==> src/rtl/md_unit.sv <==
// md_unit: iterative 32-cycle multiply/divide unit with architectural HI/LO registers.
// Signed operations run on magnitudes; signs and divide-by-zero results are applied in FINISH.
module md_unit #(
  parameter logic [31:0] DBZ_QUOT = 32'hFFFFFFFF
) (
  input  logic        clk,
  input  logic        rst,
  input  logic        start,
  input  logic [1:0]  op,
  input  logic [31:0] a,
  input  logic [31:0] b,
  input  logic        hi_we,
  input  logic        lo_we,
  input  logic [31:0] wdata,
  output logic        busy,
  output logic        done,
  output logic [31:0] hi,
  output logic [31:0] lo
);
  typedef enum logic [1:0] {IDLE, RUN, FINISH} state_t;
  state_t      r_state, w_next;
  logic [5:0]  r_cnt;
  logic [1:0]  r_op;
  logic [31:0] r_a, r_b, r_hi, r_lo;
  logic [63:0] r_acc;
  logic        w_neg_a, w_neg_b, w_dbz;
  logic [31:0] w_mag_a, w_mag_b, w_quot, w_rem, w_res_hi, w_res_lo;
  logic [63:0] w_acc, w_mul_step, w_div_step, w_step, w_prod;
  logic [32:0] w_sum, w_trial;
  always_comb begin
    w_neg_a  = ~r_op[0] & r_a[31];
    w_neg_b  = ~r_op[0] & r_b[31];
    w_mag_a  = w_neg_a ? -r_a : r_a;
    w_mag_b  = w_neg_b ? -r_b : r_b;
    // first step seeds the accumulator with the multiplier (mul) or dividend (div)
    w_acc    = (r_cnt == 6'd0) ? {32'd0, r_op[1] ? w_mag_a : w_mag_b} : r_acc;
    w_sum    = {1'b0, w_acc[63:32]} + (w_acc[0] ? {1'b0, w_mag_a} : 33'd0);
    w_mul_step = {w_sum, w_acc[31:1]};
    w_trial  = w_acc[63:31] - {1'b0, w_mag_b};
    w_div_step = w_trial[32] ? {w_acc[62:0], 1'b0} : {w_trial[31:0], w_acc[30:0], 1'b1};
    w_step   = r_op[1] ? w_div_step : w_mul_step;
    w_prod   = (w_neg_a ^ w_neg_b) ? -r_acc : r_acc;
    w_quot   = (w_neg_a ^ w_neg_b) ? -r_acc[31:0] : r_acc[31:0];
    w_rem    = w_neg_a ? -r_acc[63:32] : r_acc[63:32];
    w_dbz    = (r_b == 32'd0);
    w_res_hi = !r_op[1] ? w_prod[63:32] : w_dbz ? r_a : w_rem;
    w_res_lo = !r_op[1] ? w_prod[31:0] : w_dbz ? DBZ_QUOT : w_quot;
  end
  always_comb begin
    w_next = r_state;
    if (r_state == IDLE && start) w_next = RUN;
    else if (r_state == RUN && r_cnt == 6'd31) w_next = FINISH;
    else if (r_state == FINISH) w_next = IDLE;
  end
  always_ff @(posedge clk) begin
    if (rst) begin
      r_state <= IDLE;
      r_cnt   <= '0;
      r_op    <= '0;
      r_a     <= '0;
      r_b     <= '0;
      r_acc   <= '0;
      r_hi    <= '0;
      r_lo    <= '0;
    end else begin
      r_state <= w_next;
      if (r_state == IDLE && start) begin
        r_op  <= op;
        r_a   <= a;
        r_b   <= b;
        r_cnt <= '0;
        r_acc <= '0;
      end else if (r_state == IDLE) begin
        if (hi_we) r_hi <= wdata;
        if (lo_we) r_lo <= wdata;
      end
      if (r_state == RUN) begin
        r_acc <= w_step;
        r_cnt <= r_cnt + 6'd1;
      end
      if (r_state == FINISH) begin
        r_hi <= w_res_hi;
        r_lo <= w_res_lo;
      end
    end
  end
  assign busy = (r_state != IDLE);
  assign done = (r_state == FINISH);
  assign hi   = r_hi;
  assign lo   = r_lo;
endmodule

==> config.mk <==
export PLATFORM = sky130hd
export DESIGN_NAME = md_unit
export DESIGN_NICKNAME = d
export VERILOG_FILES = /design/src/rtl/md_unit.sv
export SDC_FILE = /design/constraint.sdc
export NUM_CORES = 1
export LEC_CHECK = 0
export CAP_MARGIN = 20
export CELL_PAD_IN_SITES_DETAIL_PLACEMENT = 1
export CELL_PAD_IN_SITES_GLOBAL_PLACEMENT = 2
export CORE_MARGIN = 3
export CORE_UTILIZATION = 37
export CTS_BUF_LIST = sky130_fd_sc_hd__clkbuf_8 sky130_fd_sc_hd__clkbuf_16
export CTS_CLUSTER_DIAMETER = 100
export CTS_CLUSTER_SIZE = 12
export DETAILED_ROUTE_END_ITERATION = 6
export DONT_BUFFER_PORTS = 1
export PLACE_DENSITY_LB_ADDON = 0.3
export SYNTH_ARGS = -nofsm -noshare
export SYNTH_HDL_FRONTEND = slang
export SYNTH_SLANG_ARGS = --single-unit
==> constraint.sdc <==
create_clock -name clk -period 5.4 [get_ports clk]
set_input_delay 1.08 -clock clk [delete_from_list [all_inputs] [get_ports clk]]
set_output_delay 1.08 -clock clk [all_outputs]
set_load 0.05 [all_outputs]
Yosys cells after proc, flatten, opt, wreduce, memory -nomap -nowiden
Index checks and enable logic that the tools add are counted.
- add/sub/neg operators: 8
- eq/ne operators: 4
- multiplexer cells: 29
- bitwise operators: 4
- reduce and logical (&&, ||, !) cells: 15
- operators with widths (kind ; number):
    2-to-1 mux 32 bit ; 18
    2-to-1 mux 64 bit ; 6
    negation 32 bit ; 4
    negation 64 bit ; 1
    adder 32 x 32 -> 33 bit ; 1
    subtractor 33 x 32 -> 33 bit ; 1
    logical NOT 32 bit ; 1
    2-to-1 mux 6 bit ; 2
    nonzero test 2 bit ; 6
    adder 6 x 1 -> 6 bit, second input constant ; 1
    == test 6 x 5 -> 1 bit, second input constant ; 1
    logical NOT 6 bit ; 1
    AND reduction 3 bit ; 2
    2-to-1 mux 2 bit ; 2
    nonzero test 3 bit ; 1
    AND 1 bit ; 2
    == test 2 x 1 -> 1 bit, second input constant ; 1
    == test 2 bit, second input constant ; 1
    logical AND 1 bit ; 2
    logical NOT 2 bit ; 1
    != test 2 bit, second input constant ; 1
    OR reduction 2 bit ; 1
    2-to-1 mux 1 bit ; 1
    inverter 1 bit ; 1
    XOR 1 bit ; 1
- register bits after elaboration: 202
- input port bits: 103
- output and inout port bits: 66
- word-level logic and storage cells: 69

Longest topological paths before layout
Gate-level depths: netlist of run 1.
- depth in word-level cells: 9
- depth in mapped cells: 21
- gate-level depth less buffers: 19

Least setup slack after synthesis of run 1
Ideal clock, no wire load.
- path kind: register -> register
- start point: register r_a[6]
- end point: register r_acc[42]
- arrival: 4.784 ns
- required time: 5.309 ns
- path slack: 0.525 ns
- stages on the path, launching flop included: 21
- clock period less this slack: 4.875 ns
- path through: dfxtp_1 -> or4_1 -> nor4_1 -> nand3_1 -> nor3_1 -> and3_1 -> o21ai_0 -> nor2_1 -> o22ai_1 -> ha_1 -> fa_1 -> nand2b_1 -> a21oi_1 -> o21ai_0 -> a21oi_1 -> a21oi_1 -> xnor2_1 -> clkbuf_1 -> buf_1 -> nand3_1 -> a311oi_1
- word-level cells in the longest chain between the ends: 8
- RTL lines (item ; RTL line ; RTL):
    from (decl) ; 24 ; logic [31:0] r_a, r_b, r_hi, r_lo;
    from (signal assigned) ; 60 ; r_a <= '0;
    from (signal assigned) ; 69 ; r_a <= a;
    negation 32 bit ; 33 ; w_mag_a = w_neg_a ? -r_a : r_a;
    2-to-1 mux 32 bit * ; 33 ;
    2-to-1 mux 32 bit ; 36 ; w_acc = (r_cnt == 6'd0) ? {32'd0, r_op[1] ? w_mag_a : w_mag_b} : r_acc;
    2-to-1 mux 64 bit ; 36 ;
    subtractor 33 x 32 -> 33 bit ; 39 ; w_trial = w_acc[63:31] - {1'b0, w_mag_b};
    2-to-1 mux 64 bit ; 40 ; w_div_step = w_trial[32] ? {w_acc[62:0], 1'b0} : {w_trial[31:0], w_acc[30:0], 1'b1};
    2-to-1 mux 64 bit * ; 41 ; w_step = r_op[1] ? w_div_step : w_mul_step;
    2-to-1 mux 64 bit * ; 77 ; if (r_state == RUN) begin
    to (signal assigned) ; 78 ; r_acc <= w_step;
    to (decl) ; 25 ; logic [63:0] r_acc;
Mark *: on every way between the ends. The rest lies on a longest branch, timed or not.
A chain may end at the register's enable or synchronous reset.

Worst setup path in the final report of run 1
- start point: register r_a[2]
- end point: register r_acc[62]
The elaborated chain is that of the path after synthesis.

==> results.json, run 1 <==
{
  "status": "finished clean",
  "grt_use_total": 0.307,
  "ys_seq_area_frac": 0.249,
  "synth_compound_area_frac": 0.298,
  "power_leakage_nw": 6.93,
  "startpoint_type": "register",
  "path_max_fanout": 6,
  "cts.sinks": 202,
  "synthDistinctLibCells": 74,
  "synth_nets": 2478,
  "route.detailed.drc": 0,
  "nNetsFinal": 2423,
  "p_sw_w": 0.00188,
  "first_pass_iters": 7,
  "vdd_ir_drop_max_uv": 240,
  "period_needed_ps": 5160,
  "rsz0062_at_grt": "false",
  "worstSetupPathType": "register to register",
  "muxShareOfSynthArea": 0.00316,
  "cap_violations": 0,
  "wl_met3_mm": 5.19,
  "yosysWarningCount": 0,
  "grt_pass1_vias": 17600,
  "synth_most_common_cell": "a21oi_1",
  "overflow": 0,
  "finalHoldViolations": 0,
  "place_congestion": 0.972,
  "synthSimpleGateAreaFrac": 0.229,
  "clock_skew_ps": 18.2,
  "syn_to_final_growth_pct": 9.01,
  "ys.flop_type": "dfxtp_1",
  "io_pins": 169,
  "dieArea_um2": 46400,
  "yosysTopAreaCellShare": 0.249,
  "antenna_found_initial": 1,
  "die_w_um": 215,
  "ys_seq_elements": 202,
  "max_freq_mhz": 194,
  "p_sw_frac": 0.399,
  "seq_power_share": 0.376,
  "synthArstFlopShare": 0,
  "hp-start": "r_b[14]",
  "coreArea_um2": 43200,
  "cts_hold_buf": 0,
  "drive_gt1_frac": 0.0769,
  "rr_startpoint": "r_a[2]",
  "worstSkewPairLatency_ps": 540,
  "synth_xor_area_frac": 0.109,
  "start_util": 0.376,
  "diodes": 0,
  "power_frac_comb": 0.323,
  "cts_setup_buffers": 0,
  "avgSynthCellArea_um2": 7.04,
  "period_share": 0.956,
  "wl_per_cell_um": 26.2,
  "viasPerCell": 6.20,
  "startpoint": "r_a[2]",
  "synthCells": 2303,
  "yosys.area_share.adder": 0.0565,
  "drt_iter0_markers": 1515,
  "required_ps": 5760,
  "synth_edf_count": 0,
  "hpwl_mm": 57.8,
  "io_buffer_count": 0,
  "path_clk_slew_ps": 60,
  "placementRows": 76,
  "vias": 17600,
  "final_area_um2": 17700,
  "top_layer_used": "met4",
  "met1_length_mm": 32.0,
  "hold_path.class": "register to register",
  "wl_mm": 74.3,
  "slew_viol_final": 0,
  "powerDensity_nw_per_um2": 267,
  "synth_top_family_by_area": "compound AO/OA/AOI/OAI gates",
  "timing.slew.headroom": 0.284,
  "fp.dieH_um": 215,
  "post_dp_cell_area_um2": 17000,
  "cts_buffer_depth": 3,
  "synth_top_area_cell": "dfxtp_1",
  "grt_max_degree": 168,
  "synth_commonest_cells": "a21oi_1 (334), nand2_1 (312), nor2_1 (243)",
  "grt_pass1_wl_mm": 110,
  "crit_arrival_ps": 5530,
  "final_util": 0.409,
  "cts-htree-levels": 1,
  "cts_root_buf": "clkbuf_16",
  "setup-violations-final": 0,
  "power.share.clock": 0.301,
  "wl_met2_mm": 33.4,
  "cts_tree": "yes",
  "antenna_left": 0,
  "synth_area_leaders": "dfxtp_1 (25%), a21oi_1 (10%), nand2_1 (7.2%)",
  "internal-power_w": 0.00284,
  "worstMarginPinSlew_ps": 1070,
  "end_kind": "register",
  "cts_made_buffers": 21,
  "synth_area_um2": 16200
}
layout make-up:
class | instances | area, µm²
inverters | 33 | 124
flip-flops and latches | 202 | 4050
multi-input cells | 1885 | 11400
clock inverters | 3 | 47.5
repair buffers | 105 | 821
fillers | 5555 | 25500
clock buffers | 23 | 553
well taps | 585 | 732
power by group through the flow:
stage | Sequential, W | Combinational [W] | Clock, W
4_1_cts | 0.00177 | 0.00149 | 0.00146
6_report | 0.00178 | 0.00153 | 0.00143
3_3_place_gp | 0.00180 | 0.00146 | 0
3_5_place_dp | 0.00181 | 0.00148 | 0
5_1_grt | 0.00178 | 0.00165 | 0.00150
2_1_floorplan | 0.00174 | 0.00102 | 0
per-stage QoR:
| stage | setup slack [ps] | setup TNS [ps] | instances | power, W | hold WS, ps |
|---|---|---|---|---|---|
| floorplan | 525 | 0 | 2303 | 0.00277 | 455 |
| global placement | 142 | 0 | 2809 | 0.00326 | 471 |
| detailed placement | -149 | -253 | 2809 | 0.00329 | 480 |
| CTS | 65.3 | 0 | 2835 | 0.00472 | 494 |
| global route | 28.7 | 0 | 2836 | 0.00493 | 528 |
| finish | 235 | 0 | 2836 | 0.00473 | 487 |
layer usage:
| layer | vias to the layer above | global-route usage |
|---|---|---|
| li1 | 8154 | - |
| met1 | 8629 | 0.405 |
| met2 | 638 | 0.492 |
| met3 | 161 | 0.0584 |
| met4 | 0 | 0.131 |
| met5 | - | 0 |
sequential cells by signal (all words and copies together), names as in the netlist:
signal	flops
hi	32
lo	32
r_a	32
r_acc	64
r_b	32
r_cnt	6
r_op	2
r_state	2
critical path, stage by stage, from the launching register on:
cell      delay, ps
dfxtp_1         320
nor4_1          560
buf_4           250
and2_1          330
nand3b_1        310
o31ai_1         350
xor2_1          280
nor2_1          110
ha_1            370
and2_1          220
nand3_1         180
or3_1           410
o32ai_1         140
buf_4           210
a211o_1         230
a41o_1          260
nand2_1         130
mux2i_1         180
o311ai_0        140
cell usage in the layout, fill, tap and decap left out, drive strengths merged, types with 23 or more instances in the layout:
cell,count
inv,34
nand3,36
o221ai,32
clkbuf,23
dfxtp,202
buf,105
and2,42
xnor2,108
xor2,93
nand2,313
ha,70
a211oi,45
nor2,243
o21ai,166
nor3,44
a21oi,336
timing repair:
| item | in CTS | in global routing |
|---|---|---|
| endpoints found under the hold margin | 0 | 0 |
| resized for setup | 3 | 7 |
| pin swaps | 0 | 1 |
| setup endpoints to repair | 8 | 26 |
logic make-up (layout without fill, tap and decap cells):
group,Yosys count,in the layout
DFF,202,202
muxes,5,5
xor gates and xnor gates,201,201
AOI/OAI and AO/OA,793,793
buffers and inverters,216,164
and+or+nand+nor,814,814
adders and majority gates,72,72
path summary, 6_finish.rpt:
kind | end | depth (start not counted) | slack [ps]
worst max-delay path | r_acc[62] | 18 | 240
worst min-delay path | r_b[14] | 2 | 490
worst max register to register | r_acc[62] | 18 | 240
worst min register to register | r_b[14] | 2 | 490
No activity file was read; power rests on OpenSTA's default activity.
==> run 2, diff against run 1 <==
--- a/config.mk
+++ b/config.mk
@@ -16,6 +16,7 @@
 export DETAILED_ROUTE_END_ITERATION = 6
 export DONT_BUFFER_PORTS = 1
 export PLACE_DENSITY_LB_ADDON = 0.3
+export RECOVER_POWER = 25
 export SYNTH_ARGS = -nofsm -noshare
 export SYNTH_HDL_FRONTEND = slang
 export SYNTH_SLANG_ARGS = --single-unit
==> results.json, run 2 (synthesized netlist as in run 1, its figures left out) <==
{
  "start_util": 0.376,
  "clock_skew_ps": 18.3,
  "cts-htree-levels": 1,
  "wl_per_cell_um": 26.2,
  "startpoint": "r_a[2]",
  "grt_max_degree": 168,
  "cts_made_buffers": 21,
  "r2r_end": "r_acc[62]",
  "power_frac_comb": 0.323,
  "diodes": 0,
  "drive_gt1_frac": 0.0755,
  "route.detailed.drc": 0,
  "period_needed_ps": 5150,
  "vias": 17600,
  "antenna_found_initial": 1,
  "vdd_ir_drop_max_uv": 240,
  "wl_mm": 74.3,
  "drt_iter0_markers": 1499,
  "hp-start": "r_b[14]",
  "hold_path.class": "register to register",
  "max_freq_mhz": 194,
  "overflow": 0,
  "nNetsFinal": 2423,
  "fin_setup_tns_ps": 0,
  "final_cell_mix": "a21oi_1 (332), nand2_1 (311), nor2_1 (240)",
  "path_clk_slew_ps": 60,
  "largest_reg_flops": 64,
  "holdPathStages": 2,
  "dieArea_um2": 46400,
  "ff2ff_setup_slack_ps": 250,
  "seq_power_share": 0.376,
  "coreArea_um2": 43200,
  "timing.slew.headroom": -1.51,
  "fp.dieH_um": 215,
  "worstHoldEndpoint": "r_b[14]",
  "grt_pass1_vias": 17600,
  "largest-register": "r_acc",
  "violations": "max-capacitance violations, max-slew violations",
  "mostFrequentLayoutCell": "a21oi_1",
  "powerDensity_nw_per_um2": 268,
  "syn_to_final_growth_pct": 8.92,
  "status": "finished, violations left",
  "hpwl_mm": 57.8,
  "internal-power_w": 0.00284,
  "final_util": 0.409,
  "slew_viol_final": 105,
  "fin_ws_ps": 250,
  "worstMarginPinSlew_ps": 3770,
  "rr_startpoint": "r_a[2]",
  "grt_pass1_wl_mm": 110,
  "io_buffer_count": 0,
  "cap_violations": 2,
  "io_pins": 169,
  "end_kind": "register",
  "startpoint_type": "register",
  "required_ps": 5760,
  "rr_worst_depth": 18,
  "finalHoldViolations": 0,
  "worstSetupPathType": "register to register",
  "worstSkewPairLatency_ps": 540,
  "setup-violations-final": 0,
  "antenna_left": 0,
  "placementRows": 76,
  "power.share.clock": 0.302,
  "power_leakage_nw": 6.92,
  "holdWs_ps": 487,
  "viasPerCell": 6.19,
  "p_sw_frac": 0.399,
  "first_pass_iters": 6,
  "path_max_fanout": 6,
  "crit_arrival_ps": 5510,
  "cts.sinks": 202,
  "cts_root_buf": "clkbuf_16",
  "cts_hold_buf": 0,
  "grt_use_total": 0.307,
  "rsz0062_at_grt": "false",
  "cts_tree": "yes",
  "die_w_um": 215,
  "cts_buffer_depth": 3,
  "p_sw_w": 0.00189,
  "place_congestion": 0.972,
  "period_share": 0.954,
  "preCtsSetupSlack_ps": -149
}
run 2: cell count changes in the layout (fill, tap and decap cells not counted), sizes merged:
cell and delta:
clkbuf +2, buf -2
run 2: worst max-delay path by stage:
stage / to / slack [ps]
6_report: r_acc[62] / 250
3_5_place_dp: r_acc[48] / -150
3_3_place_gp: r_acc[48] / 140
2_1_floorplan: r_acc[42] / 530
5_1_grt: r_acc[42] / 30
4_1_cts: r_acc[58] / 70
run 2: metal layers:
layer  vias up  routed length, µm  GRT usage
li1       8150                  -          -
met1      8603              31700      0.405
met2       659              33600      0.492
met3       152               5430     0.0584
met4         0               3670      0.131
met5         -                  0          0
run 2: what timing repair did:
action | 4_1_cts | 5_1_grt
buffers inserted | 0 | 0
setup endpoints to repair | 8 | 26
endpoints found under the hold margin | 0 | 0
gates resized for setup | 3 | 7
pin swaps | 0 | 1
run 2: stage by stage:
step	total power [W]	area, µm²	std cells
4_1_cts	0.00472	17600	2835
3_3_place_gp	0.00326	17000	2809
5_1_grt	0.00493	17700	2836
6_report	0.00473	17700	2836
3_5_place_dp	0.00329	17000	2809
2_1_floorplan	0.00277	16200	2303
run 2: worst max-delay path, stage by stage, from the launching register on:
cell and delay (ps):
dfxtp_1 320, nor4_1 570, buf_4 250, and2_1 310, nand3b_1 300, o31ai_1 350, xor2_1 280, nor2_1 110
ha_1 370, and2_1 220, nand3_1 190, or3_1 410, o32ai_1 150, buf_4 210, a211o_1 230, a41o_1 260
nand2_1 130, mux2i_1 180, o311ai_0 140
run 2: final cells by class:
| cell class | instances | area [µm²] |
|---|---|---|
| clock buffer | 23 | 553 |
| sequential | 202 | 4050 |
| clock inverter | 3 | 47.5 |
| timing repair buffer | 105 | 813 |
| tap | 585 | 732 |
| inverter | 33 | 124 |
| fill | 5554 | 25500 |
| multi-input combinational | 1885 | 11300 |
run 2: power by group through the flow:
stage               Sequential (W)  Clock, W  Combinational (W)
floorplan                  0.00174         0            0.00102
global placement           0.00180         0            0.00146
detailed placement         0.00181         0            0.00148
CTS                        0.00177   0.00146            0.00149
global route               0.00178   0.00150            0.00165
finish                     0.00178   0.00143            0.00153
